$ cat src/rtl/hazard_ctrl.sv
// Pipeline hazard controller: load-use stall with configurable latency, mult/div
// busy tracking for HI/LO readers, taken-branch IF/ID flush and a stall counter.
module hazard_ctrl #(
    parameter int REG_AW   = 5,
    parameter int LOAD_LAT = 1,
    parameter int MD_LAT   = 8,
    parameter int PERF_W   = 16
) (
    input  logic              clk,
    input  logic              rst,
    input  logic [REG_AW-1:0] id_rs,
    input  logic [REG_AW-1:0] id_rt,
    input  logic              id_uses_rs,
    input  logic              id_uses_rt,
    input  logic              id_uses_hilo,
    input  logic              id_branch_taken,
    input  logic [REG_AW-1:0] ex_rd,
    input  logic              ex_is_load,
    input  logic              ex_md_start,
    output logic              pc_write,
    output logic              ifid_write,
    output logic              idex_bubble,
    output logic              ifid_flush,
    output logic              md_busy,
    output logic [PERF_W-1:0] stall_cycles
);
    localparam int LD_W = $clog2(LOAD_LAT + 1);
    localparam int MD_W = $clog2(MD_LAT + 1);
    localparam logic [LD_W-1:0] LD_RELOAD = LD_W'(LOAD_LAT - 1);
    localparam logic [MD_W-1:0] MD_RELOAD = MD_W'(MD_LAT);

    logic [LD_W-1:0]   ld_cnt_q, ld_cnt_d;
    logic [MD_W-1:0]   md_cnt_q, md_cnt_d;
    logic [PERF_W-1:0] stall_cnt_q, stall_cnt_d;
    logic              load_hit, ld_hold, md_active, stall;

    function automatic logic [PERF_W-1:0] sat_inc(input logic [PERF_W-1:0] v);
        return (v == {PERF_W{1'b1}}) ? v : v + PERF_W'(1);
    endfunction

    // Hazard detection; every term is masked while reset is held
    always_comb begin
        load_hit  = ~rst & ex_is_load & (ex_rd != '0) &
                    ((id_uses_rs & (id_rs == ex_rd)) | (id_uses_rt & (id_rt == ex_rd)));
        ld_hold   = ~rst & (ld_cnt_q != '0);
        md_active = ~rst & (md_cnt_q != '0);
        stall     = load_hit | ld_hold | (md_active & id_uses_hilo);
    end

    always_comb begin
        ld_cnt_d = ld_cnt_q;
        if (load_hit && (ld_cnt_q == '0)) begin
            ld_cnt_d = LD_RELOAD;
        end else if (ld_cnt_q != '0) begin
            ld_cnt_d = ld_cnt_q - LD_W'(1);
        end

        // A new issue restarts the busy window even if one is in flight
        md_cnt_d = md_cnt_q;
        if (ex_md_start) begin
            md_cnt_d = MD_RELOAD;
        end else if (md_cnt_q != '0) begin
            md_cnt_d = md_cnt_q - MD_W'(1);
        end

        stall_cnt_d = stall ? sat_inc(stall_cnt_q) : stall_cnt_q;
    end

    always_ff @(posedge clk) begin
        if (rst) begin
            ld_cnt_q    <= '0;
            md_cnt_q    <= '0;
            stall_cnt_q <= '0;
        end else begin
            ld_cnt_q    <= ld_cnt_d;
            md_cnt_q    <= md_cnt_d;
            stall_cnt_q <= stall_cnt_d;
        end
    end

    // Stall beats flush: a branch behind a hazard is re-resolved once released
    always_comb begin
        pc_write     = ~stall;
        ifid_write   = ~stall;
        idex_bubble  = stall;
        ifid_flush   = id_branch_taken & ~stall;
        md_busy      = md_active;
        stall_cycles = stall_cnt_q;
    end
endmodule

$ cat config.mk
export PLATFORM = sky130hd
export DESIGN_NAME = hazard_ctrl
export DESIGN_NICKNAME = d
export VERILOG_FILES = /design/src/rtl/hazard_ctrl.sv
export SDC_FILE = /design/constraint.sdc
export NUM_CORES = 1
export LEC_CHECK = 0
export ABC_CLOCK_PERIOD_IN_PS = 1920
export BUFFER_PORTS_ARGS = -buffer_cell sky130_fd_sc_hd__buf_2
export CAP_MARGIN = 10
export CORE_ASPECT_RATIO = 0.75
export CORE_UTILIZATION = 30
export DETAILED_ROUTE_END_ITERATION = 10
export HOLD_SLACK_MARGIN = 0.03
export PLACE_DENSITY = 0.58
export SLEW_MARGIN = 20
export SYNTH_ARGS = -nofsm -noshare
export SYNTH_HDL_FRONTEND = slang
export SYNTH_SLANG_ARGS = --single-unit
$ cat constraint.sdc
create_clock -name clk -period 1.92 [get_ports clk]
set_input_delay 0.288 -clock clk [delete_from_list [all_inputs] [get_ports clk]]
set_output_delay 0.288 -clock clk [all_outputs]
set_load 0.02 [all_outputs]
==> impl_metrics.csv <==
group,metric,value,unit
outcome,status,"finished with violations",
outcome,violations,"negative setup slack",
placement,dp_slack,-0.388,ns
drt,vias,1334,
placement,dp_hpwl,2620,um
setup_path,worstPathRequired,1.63,ns
synth,seq_area_frac_synth,34.9,%
final_layout,areaGrowthSynthToFinish,65.7,%
sta,finalCriticalPeriod,2.00,ns
sta,setup_slack,-0.0800,ns
pwr,ir_drop,0.220,mV
synth,synth_top_area_share,34.9,%
clocking,cts.sinks,21,
global_route,met3_usage,3.77,%
setup_path,crit_path_end_kind,"output pin",
drt,totalWireLength,3630,um
placement,io_buffers,43,
pwr,p_comb_share,27.7,%
worst_hold_path,hold_class,"in -> reg",
global_route,antenna_found_initial,0,
final_layout,finalNetCount,241,
drt,firstDrtPassIters,4,
setup_path,startpoint_type,"primary input",
pwr,clkPwrFrac,28.3,%
drt,drc,0,
floorplanning,start_util,32.0,%
drt,wl_per_cell,13.6,um
placement,place_area,1690,um^2
pwr,p_sw,298,uW
final_layout,design_area,1990,um^2
final_layout,drive_above_1_share,53.7,%
final_layout,mostFrequentLayoutCells,"buf_2 (37), buf_4 (26), dfxtp_1 (19), buf_6 (12), nand3_1 (10)",
floorplanning,num_rows,19,
pwr,p_leak,0.000878,uW
sta,slew_viol_final,0,
synth,synth_nets,166,
sta,fin_skew,0.00372,ns
floorplanning,coreArea,3760,um^2
setup_path,arrival,1.71,ns
placement,place_congestion,0.821,
setup_path,path_max_fanout,8,
sta,fin_crit_sh,104,%
pwr,powerDensity,524,nW/um^2
global_route,overflow,0,
pwr,p_sw_share,28.5,%
global_route,busiest_layer,"met2",
sta,fmaxAchievable,0.500,GHz
synth,syn_inst,140,
synth,synth_area,1200,um^2
clocking,cts_tree,"built",
setup_path,critPathKind,"in -> out",
global_route,use_met2,29.6,%
synth,synth.distinct_cells,39,
global_route,grt_pass1_vias,1270,
sta,tns,-0.294,ns
synth,syn_avg_cell_area,8.60,um^2
flow_run,maxCapViolations,0,
floorplanning,fp.dieH,56.9,um
pwr,p_int,747,uW
floorplanning,die_area,4270,um^2
sta,grt_setup_unrepaired,"yes",
synth,synthTopCellsByArea,"dfxtp_1 (35%), xor2_1 (5.8%), nand3_1 (5.4%), and3_1 (4.7%), mux2i_1 (4.2%)",
synth,synth_area_leader_cell,"dfxtp_1",
clocking,insertion_delay,0.26,ns
global_route,grt_max_degree,18,
floorplanning,io_pins,44,
clocking,h-tree-depth,1,
drt,drt_iter0_markers,68,
drt,via_per_inst,5.02,
drt,ant_nets,0,
clocking,cts-root-buf,"clkbuf_8",
sta,whs,0.243,ns
synth,yosysWarningCount,0,
sta,hold_viol,0,
global_route,grt_first_pass_wirelength,5630,um
pwr,seq_power_share,44.0,%
clocking,cts_buffers,3,
synth,ys_ff_latch,21,
clocking,path_clk_slew,0.08,ns
clocking,holdBufCountCts,0,
global_route,grt_util_met1,21.6,%
global_route,track_usage,17.3,%
sta,final-setup-viol-count,7,
final_layout,diodes,0,
final_layout,layout_commonest_cell,"buf_2",
clocking,clockBufferDepth,2,
floorplanning,die_w,75.1,um
[cell families after synthesis]
family | synth area share (%)
other | 0.312
adders and majority gates | 3.12
xor gates and xnor gates | 8.73
AOI/OAI and AO/OA | 12.9
DFF | 34.9
muxes | 6.03
buffers and inverters | 4.57
and+or+nand+nor | 29.4
[power groups by stage]
| stage | clock (uW) | sequential, uW | combinational (uW) |
|---|---|---|---|
| 5_1_grt | 321 | 463 | 318 |
| 3_5_place_dp | 0 | 470 | 237 |
| 4_1_cts | 302 | 460 | 263 |
| 2_1_floorplan | 0 | 474 | 134 |
| 6_report | 295 | 460 | 290 |
| 3_3_place_gp | 0 | 469 | 231 |
[per-layer routing]
layer | part of all wire, % | wire length (um)
met2 | 49 | 1800
met4 | 1.9 | 68
met3 | 5.8 | 210
met5 | 0 | 0
met1 | 43 | 1550
[critical path, cell delays in order]
cell and delay [ns]:
buf_8 0.09, or4_4 0.51, o211ai_1 0.22, o22a_2 0.30, buf_6 0.14, clkinv_4 0.04
buf_6 0.12
[flip-flops by register name, summed over array words and instances (netlist names)]
register      count
ld_cnt_q          1
md_cnt_q          4
stall_cycles     16
[what timing repair did]
item | 4_1_cts | 5_1_grt
pin swaps | 6 | 10
setup buffers | 3 | 4
resized for setup | 21 | 30
endpoints found under the setup margin | 14 | 15
[final timing paths]
| check | from | to | slack, ns | depth (start not counted) |
|---|---|---|---|---|
| setup / recovery | ex_rd[4] | idex_bubble | -0.08 | 7 |
| hold / removal | ex_md_start | md_cnt_q[2]$_SDFFE_PP0P_ | 0.24 | 2 |
| setup reg to reg | stall_cycles[0]$_SDFFE_PP0P_ | stall_cycles[14]$_SDFFE_PP0P_ | -0.03 | 8 |
| hold reg to reg | stall_cycles[14]$_SDFFE_PP0P_ | stall_cycles[14]$_SDFFE_PP0P_ | 0.52 | 2 |
[Yosys cell counts (all sizes together)]
cell type and instances:
buf 5, o22a 1, or3 3, a21oi 9, clkbuf 2, inv 3
o31ai 5, xor2 8, xnor2 4, mux2i 5, a211oi 1, and4b 1
and4 1, nor4 5, o211ai 1, nor4b 1, or4 5, and3 9
a2111oi 1, conb 1, dfxtp 21, nand3 13, nor2b 2, mux2 2
nor2 6, nand2 8, ha 3, o31a 1, o21ai 3, clkinv 1
o21a 1, nor3 3, and2 4, a32oi 1
[metrics by stage]
stage | utilization, % | total power (uW) | std cells
after floorplan | - | 609 | 140
after CTS | 48.9 | 1030 | 262
after detailed placement | 45.0 | 707 | 255
final | 53.1 | 1040 | 266
after global routing | 53.1 | 1100 | 266
after global placement | 45.0 | 701 | 255
[cell type report]
| class | instances | area (um^2) |
|---|---|---|
| Tap cell | 52 | 65.1 |
| Multi-Input combinational cell | 108 | 891 |
| Clock buffer | 4 | 45.0 |
| Timing Repair Buffer | 77 | 546 |
| Fill cell | 360 | 1760 |
| Sequential cell | 21 | 428 |
| Inverter | 4 | 20.0 |
No activity file was read; power rests on OpenSTA's default activity.
